### src/rtl/pmem_line_server.sv
// Program-memory line server: assembles 128-bit fetch lines from a 32-bit
// instruction store through a single-line buffer with hit/miss statistics.
module pmem_line_server #(
    parameter int LINE_WORDS = 4,
    parameter int CNT_W      = 32
) (
    input  logic                    clk,
    input  logic                    rst,
    input  logic                    p_mem_req,
    input  logic [31:0]             p_mem_add,
    output logic                    p_mem_ready,
    output logic                    p_mem_valid,
    output logic [LINE_WORDS*32-1:0] p_mem_data,
    input  logic                    flush,
    output logic [31:0]             b_mem_add,
    input  logic [31:0]             b_mem_data,
    output logic [CNT_W-1:0]        hit_cnt,
    output logic [CNT_W-1:0]        miss_cnt
);

    typedef enum logic [1:0] {
        ST_IDLE,
        ST_FILL,
        ST_RESP
    } state_t;

    state_t                  state_q, state_d;
    logic [27:0]             buf_tag_q, buf_tag_d;
    logic                    buf_vld_q, buf_vld_d;
    logic [LINE_WORDS*32-1:0] buf_data_q, buf_data_d;
    logic [1:0]              idx_q, idx_d;
    logic [27:0]             req_tag_q, req_tag_d;
    logic                    fill_flush_q, fill_flush_d;
    logic [31:0]             b_mem_add_q, b_mem_add_d;
    logic                    ready_q, ready_d;
    logic                    valid_q, valid_d;
    logic [CNT_W-1:0]        hit_cnt_q, hit_cnt_d;
    logic [CNT_W-1:0]        miss_cnt_q, miss_cnt_d;

    logic                    accept;
    logic                    is_hit;

    assign accept = p_mem_req && ready_q;
    // Hit test uses the pre-flush valid bit, so a same-cycle flush still lets this request hit.
    assign is_hit = buf_vld_q && (buf_tag_q == p_mem_add[31:4]);

    always_comb begin
        state_d      = state_q;
        buf_tag_d    = buf_tag_q;
        buf_vld_d    = buf_vld_q;
        buf_data_d   = buf_data_q;
        idx_d        = idx_q;
        req_tag_d    = req_tag_q;
        fill_flush_d = fill_flush_q;
        b_mem_add_d  = b_mem_add_q;
        hit_cnt_d    = hit_cnt_q;
        miss_cnt_d   = miss_cnt_q;

        case (state_q)
            ST_IDLE: begin
                if (flush) begin
                    buf_vld_d = 1'b0;
                end
                if (accept) begin
                    if (is_hit) begin
                        state_d   = ST_RESP;
                        hit_cnt_d = (&hit_cnt_q) ? hit_cnt_q : hit_cnt_q + CNT_W'(1);
                    end else begin
                        state_d      = ST_FILL;
                        req_tag_d    = p_mem_add[31:4];
                        idx_d        = 2'd0;
                        buf_vld_d    = 1'b0;
                        fill_flush_d = 1'b0;
                        b_mem_add_d  = {p_mem_add[31:4], 2'd0, 2'b00};
                        miss_cnt_d   = (&miss_cnt_q) ? miss_cnt_q : miss_cnt_q + CNT_W'(1);
                    end
                end
            end
            ST_FILL: begin
                buf_data_d[idx_q*32 +: 32] = b_mem_data;
                idx_d = idx_q + 2'd1;
                if (flush) begin
                    fill_flush_d = 1'b1;
                end
                if (idx_q == 2'd3) begin
                    // A flush seen anywhere in the fill leaves the new line unusable for later hits.
                    buf_tag_d = req_tag_q;
                    buf_vld_d = !(fill_flush_q || flush);
                    state_d   = ST_RESP;
                end else begin
                    b_mem_add_d = {req_tag_q, idx_q + 2'd1, 2'b00};
                end
            end
            ST_RESP: begin
                if (flush) begin
                    buf_vld_d = 1'b0;
                end
                state_d = ST_IDLE;
            end
            default: begin
                state_d = ST_IDLE;
            end
        endcase

        ready_d = (state_d == ST_IDLE);
        valid_d = (state_d == ST_RESP);
    end

    always_ff @(posedge clk) begin
        if (rst) begin
            state_q      <= ST_IDLE;
            buf_tag_q    <= '0;
            buf_vld_q    <= 1'b0;
            buf_data_q   <= '0;
            idx_q        <= 2'd0;
            req_tag_q    <= '0;
            fill_flush_q <= 1'b0;
            b_mem_add_q  <= '0;
            ready_q      <= 1'b1;
            valid_q      <= 1'b0;
            hit_cnt_q    <= '0;
            miss_cnt_q   <= '0;
        end else begin
            state_q      <= state_d;
            buf_tag_q    <= buf_tag_d;
            buf_vld_q    <= buf_vld_d;
            buf_data_q   <= buf_data_d;
            idx_q        <= idx_d;
            req_tag_q    <= req_tag_d;
            fill_flush_q <= fill_flush_d;
            b_mem_add_q  <= b_mem_add_d;
            ready_q      <= ready_d;
            valid_q      <= valid_d;
            hit_cnt_q    <= hit_cnt_d;
            miss_cnt_q   <= miss_cnt_d;
        end
    end

    assign p_mem_ready = ready_q;
    assign p_mem_valid = valid_q;
    assign p_mem_data  = buf_data_q;
    assign b_mem_add   = b_mem_add_q;
    assign hit_cnt     = hit_cnt_q;
    assign miss_cnt    = miss_cnt_q;

endmodule

### config.mk
export PLATFORM = sky130hd
export DESIGN_NAME = pmem_line_server
export DESIGN_NICKNAME = d
export VERILOG_FILES = /design/src/rtl/pmem_line_server.sv
export SDC_FILE = /design/constraint.sdc
export NUM_CORES = 1
export LEC_CHECK = 0
export ABC_AREA = 1
export CORE_MARGIN = 2
export CORE_UTILIZATION = 40
export CTS_BUF_LIST = sky130_fd_sc_hd__clkbuf_8
export DETAILED_ROUTE_END_ITERATION = 10
export HOLD_SLACK_MARGIN = 0.05
export PLACE_DENSITY = 0.66
export SYNTH_ARGS = -nofsm -noshare
export SYNTH_HDL_FRONTEND = slang
export SYNTH_SLANG_ARGS = --single-unit
### constraint.sdc
create_clock -name clk -period 5.6 [get_ports clk]
set_clock_uncertainty 0.1 [all_clocks]
set_input_delay 1.12 -clock clk [delete_from_list [all_inputs] [get_ports clk]]
set_output_delay 1.12 -clock clk [all_outputs]
set_load 0.05 [all_outputs]
==> flow_metrics.env, run 1 <==
export IMPL_clock_root_buffer="clkbuf_8"
export IMPL_setup_viol=0
export IMPL_placed_area_mm2=0.0160
export IMPL_hold_violations=0
export IMPL_power_density_mw_per_mm2=277
export IMPL_fin_tns_setup_ps=0
export IMPL_worst_setup_path_start_kind="primary input"
export IMPL_antenna_found_initial=0
export IMPL_p_switching_mw=1.39
export IMPL_ir_drop_v=0.000188
export IMPL_grt_max_degree=103
export IMPL_pwr_share_seq_pct=45.9
export IMPL_path_cells="clkdlybuf4s50_1 > inv_1 > nand2_1 > nand2_1 > nand2_1 > nor2_1 > nand2_1 > nor2_1 > nand3_2 > nand2_1 > inv_1 > buf_4 > nor2_1 > nor2_1"
export IMPL_synth_edf_count=0
export IMPL_synth_common_cells="606 x nand2_1, 286 x dfxtp_1, 250 x nor2_1"
export IMPL_intPower_mw=3.32
export IMPL_status="complete, no violations"
export IMPL_max_cap_violations=0
export IMPL_syn_area_mm2=0.0129
export IMPL_drc=0
export IMPL_io_pins=294
export IMPL_clock_latency_ps=580
export IMPL_p_sw_share_pct=29.4
export IMPL_critPathTopFamily="simple AND/OR/NAND/NOR gates"
export IMPL_power_leakage_nw=6.47
export IMPL_area_growth_pct=31.4
export IMPL_finalCritPeriodShare_pct=65.4
export IMPL_whs_ps=362
export IMPL_cts_sinks=286
export IMPL_fin_nets=2204
export IMPL_total_power_mw=4.71
export IMPL_worst_pin_slew_ps=1080
export IMPL_io_buffers=287
export IMPL_grt_use_total_pct=23.9
export IMPL_post_cts_setup_buffers=0
export IMPL_power_frac_clock_pct=39.5
export IMPL_layout_cells_non_filler=2562
export IMPL_post_place_cells=2475
export IMPL_drive_gt1_share_pct=4.86
export IMPL_critical_path_slowest_cell="nand3_2"
export IMPL_place_congestion=0.927
export IMPL_cp_data_arrival_time_ps=4020
export IMPL_cp_required_ps=5950
export IMPL_maxSlewViolCount=0
export IMPL_postRouteAntennaNets=0
export IMPL_core_mm2=0.0317
export IMPL_cp_max_fo=24
export IMPL_dp_slack_ps=1380
export IMPL_ctsResizeCount=0
export IMPL_drt_iter0_drc=764
export IMPL_ys_warn_count=0
export IMPL_fin_util_pct=53.6
export IMPL_synth_most_common_cell="nand2_1"
export IMPL_vias=12900
export IMPL_final_min_clock_period_ps=3660
export IMPL_grt_pass1_wl_um=65200
export IMPL_path_class="in -> reg"
export IMPL_routedWlPerCell_um=16.1
export IMPL_slew_headroom_pct=27.9
export IMPL_crit_buf_inv=4
export IMPL_max_freq_ghz=0.273
export IMPL_setup_ws_ps=1940
export IMPL_synthArstFlopShare_pct=0
export IMPL_hp_class="reg -> reg"
export IMPL_die_w_um=184
export IMPL_cts_made_buffers=50
export IMPL_synth_cell_types=35
export IMPL_cts_hold_fix_buffers=0
export IMPL_num_antenna_cells=0
export IMPL_rsz0062_at_grt="false"
export IMPL_path_clk_slew_ps=60
export IMPL_syn_area_per_cell_um2=6.93
export IMPL_crit_path_max_incr_delay_ps=510
export IMPL_netlist_instances=1868
export IMPL_grt_pass1_vias=12300
export IMPL_chipHeight_um=184
export IMPL_clock_path_buffers=3
export IMPL_row_count=65
export IMPL_pwr_share_comb_pct=14.6
export IMPL_grt_ovfl_total=0
export IMPL_synth_flop_cell="dfxtp_1"
export IMPL_wl_um=41400
export IMPL_start_util_pct=40.8
export IMPL_synthTopCellsByArea="dfxtp_1 44%, nand2_1 18%, nor2_1 7.2%, a21oi_1 7.1%, inv_1 3.4%"
export IMPL_vias_per_cell=5.05
export IMPL_end_kind="register"
export IMPL_stdcell_area_mm2=0.0170
export IMPL_detailed_place_hpwl_um=27700
export IMPL_synth_top_cell_by_area="dfxtp_1"
export IMPL_yosysTopAreaCellShare_pct=44.2
export IMPL_h_tree_depth=2
export IMPL_die_area_mm2=0.0338
export IMPL_cts_tree="built"
export IMPL_seq_area_frac_synth_pct=44.2
export IMPL_drt_pre_antenna_iters=5
export IMPL_path_common_cell="nand2_1"
export IMPL_synth_seq_cells=286
cells by family after synthesis:
family | share of synthesized area [%]
buf+inv | 7.05
xor+xnor | 4.94
simple gates | 31.3
fa+ha+maj | 1.06
other cells | 0.0290
flops | 44.2
compound gates | 11.4
power groups by stage:
stage / sequential, mW / combinational (mW) / clock, mW
floorplan: 2.35 / 0.306 / 0
global placement: 2.20 / 0.686 / 0
detailed placement: 2.21 / 0.688 / 0
CTS: 2.16 / 0.692 / 1.91
global route: 2.17 / 0.754 / 2.01
finish: 2.16 / 0.687 / 1.86
tightest hold or removal path, cell delays in order, from the launching register on:
cell,delay (ps)
dfxtp_1,310
nand2_1,60
a21oi_1,50
routing by layer:
layer / vias to the layer above / wire (um) / GRT usage, %
li1: 6465 / - / -
met1: 5967 / 17700 / 30.1
met2: 436 / 19400 / 40.0
met3: 77 / 3070 / 5.76
met4: 0 / 1180 / 7.94
met5: - / 0 / 0
final cells by class:
class / instances / area (um^2)
Tap cell: 402 / 503
Multi-Input combinational cell: 1358 / 6330
Timing Repair Buffer: 307 / 3020
Clock buffer: 62 / 853
Sequential cell: 286 / 5730
Clock inverter: 25 / 121
Fill cell: 3114 / 14700
Inverter: 122 / 458
path summary, 6_finish.rpt:
path,slack (ps),cells after the start,endpoint,start
setup reg to reg,2150,9,b_mem_add[5],state_q[1]
setup / recovery,1940,14,req_tag_q[20],p_mem_add[5]
hold / removal,360,2,p_mem_data[95],p_mem_data[95]
hold reg to reg,360,2,p_mem_data[95],p_mem_data[95]
layout by cell type (no fill, tap or decap), types with 3 or more instances in the layout:
cell type,count
clkinv_1,3
nor2_1,250
nand4_1,35
nand2_1,606
o21ai_0,41
dfxtp_1,286
clkdlybuf4s50_1,286
ha_1,11
nand3_1,58
xnor2_1,36
a21oi_1,184
inv_1,135
a22oi_1,34
nand3_2,4
nor3b_1,5
buf_4,20
clkbuf_8,62
nand2_2,3
nor3_1,27
clkinv_2,4
xor2_1,37
a211oi_1,9
nand3b_1,5
flip-flops by register name (all words and copies together) (netlist names):
register	cells
p_mem_ready	1
buf_tag_q	28
miss_cnt	32
hit_cnt	32
p_mem_data	128
b_mem_add	30
idx_q	2
state_q	2
req_tag_q	28
fill_flush_q	1
buf_vld_q	1
p_mem_valid	1
No activity file was read; power rests on OpenSTA's default activity.
==> run 2, diff against run 1 <==
clock period = 3.8 ns   (was 5.6 ns; I/O delays follow)
==> flow_metrics.env, run 2 (synthesis results as in run 1) <==
export IMPL_cts_hold_fix_buffers=0
export IMPL_slew_headroom_pct=41.0
export IMPL_routedWlPerCell_um=16.2
export IMPL_crit_path_max_incr_delay_ps=800
export IMPL_core_mm2=0.0317
export IMPL_clock_root_buffer="clkbuf_8"
export IMPL_area_growth_pct=32.8
export IMPL_vias=12900
export IMPL_setup_viol=0
export IMPL_place_congestion=0.949
export IMPL_cts_made_buffers=51
export IMPL_grt_pass1_vias=12600
export IMPL_num_antenna_cells=0
export IMPL_chipHeight_um=184
export IMPL_ir_drop_v=0.000225
export IMPL_drt_iter0_drc=667
export IMPL_clock_latency_ps=580
export IMPL_worst_r2r_endpoint="p_mem_ready"
export IMPL_path_class="reg -> reg"
export IMPL_reg2reg_slack_ps=900
export IMPL_postRouteAntennaNets=0
export IMPL_startpoint="idx_q[0]"
export IMPL_cp_data_arrival_time_ps=3260
export IMPL_grt_max_degree=70
export IMPL_whs_ps=363
export IMPL_end_kind="register"
export IMPL_row_count=65
export IMPL_rsz0062_at_grt="false"
export IMPL_hold_violations=0
export IMPL_cp_endpoint="p_mem_ready"
export IMPL_layout_common_cells="606 x nand2_1, 286 x dfxtp_1, 286 x clkdlybuf4s50_1, 250 x nor2_1, 184 x a21oi_1"
export IMPL_path_common_cell="a21oi_1"
export IMPL_cp_max_fo=21
export IMPL_drive_gt1_share_pct=5.53
export IMPL_fin_tns_setup_ps=0
export IMPL_path_cells="buf_4 > ha_1 > nand2_1 > inv_1 > a21oi_1 > a21oi_1 > nor2_1"
export IMPL_post_cts_setup_buffers=0
export IMPL_drt_pre_antenna_iters=5
export IMPL_wl_um=41700
export IMPL_antenna_found_initial=0
export IMPL_start_util_pct=40.8
export IMPL_finalCritPeriodShare_pct=76.4
export IMPL_clock_path_buffers=3
export IMPL_r2r_start="idx_q[0]"
export IMPL_grt_pass1_wl_um=66200
export IMPL_fin_nets=2212
export IMPL_path_clk_slew_ps=60
export IMPL_die_area_mm2=0.0338
export IMPL_max_cap_violations=0
export IMPL_total_power_mw=7.19
export IMPL_worst_pin_slew_ps=883
export IMPL_ctsResizeCount=0
export IMPL_cts_sinks=286
export IMPL_detailed_place_hpwl_um=28100
export IMPL_power_density_mw_per_mm2=418
export IMPL_status="complete, no violations"
export IMPL_io_pins=294
export IMPL_largest_reg_flops=128
export IMPL_vias_per_cell=5.03
export IMPL_max_freq_ghz=0.344
export IMPL_final_common_cell="nand2_1"
export IMPL_h_tree_depth=2
export IMPL_cts_tree="built"
export IMPL_hp_class="reg -> reg"
export IMPL_drc=0
export IMPL_cp_required_ps=4160
export IMPL_grt_ovfl_total=0
export IMPL_maxSlewViolCount=0
export IMPL_worst_setup_path_start_kind="register"
export IMPL_power_leakage_nw=6.56
export IMPL_io_buffers=287
export IMPL_critical_path_slowest_cell="inv_1"
export IMPL_die_w_um=184
export IMPL_r2r_cells=7
export IMPL_grt_use_total_pct=24.1
export IMPL_final_min_clock_period_ps=2900
run 2: routing by layer:
layer	wire length, um	up-vias	track usage [%]
met3	2800	96	5.73
met5	0	-	0
met4	1390	0	9.38
li1	-	6480	-
met2	19300	391	39.9
met1	18300	5972	30.4
run 2: power by group:
group          total, mW  internal [mW]  switching, mW
sequential          3.18           3.11         0.0719
clock               2.98           1.67           1.31
combinational       1.03          0.328          0.705
run 2: metrics by stage:
stage	cell area (um^2)	std cells	util (%)	setup WS [ps]
after floorplan	13000	1869	-	1500
after global placement	16100	2482	50.8	453
after detailed placement	16100	2482	50.8	426
after CTS	17200	2572	54.2	810
after global routing	17200	2572	54.2	646
final	17200	2572	54.2	896
run 2: worst min path at each step:
stage | start | end | slack [ps] | cells after the start
floorplan | buf_tag_q[12] | buf_tag_q[12] | 350 | 2
global placement | p_mem_data[9] | p_mem_data[9] | 350 | 2
detailed placement | p_mem_data[65] | p_mem_data[65] | 360 | 2
CTS | p_mem_data[6] | p_mem_data[6] | 360 | 2
global route | p_mem_data[6] | p_mem_data[6] | 390 | 2
finish | p_mem_data[27] | p_mem_data[27] | 360 | 2
run 2: cell type report:
| class | count | area, um^2 |
|---|---|---|
| Inverter | 122 | 458 |
| Multi-Input combinational cell | 1358 | 6330 |
| Clock buffer | 72 | 991 |
| Timing Repair Buffer | 314 | 3100 |
| Sequential cell | 286 | 5730 |
| Fill cell | 3059 | 14500 |
| Clock inverter | 18 | 87.6 |
| Tap cell | 402 | 503 |
run 2: worst max-delay path: cells and delay by family, from the launching register on:
kind            cells  cell delay, ps
buf+inv             2            1090
flops               1             610
simple gates        2             430
compound gates      2             350
fa+ha+maj           1             200
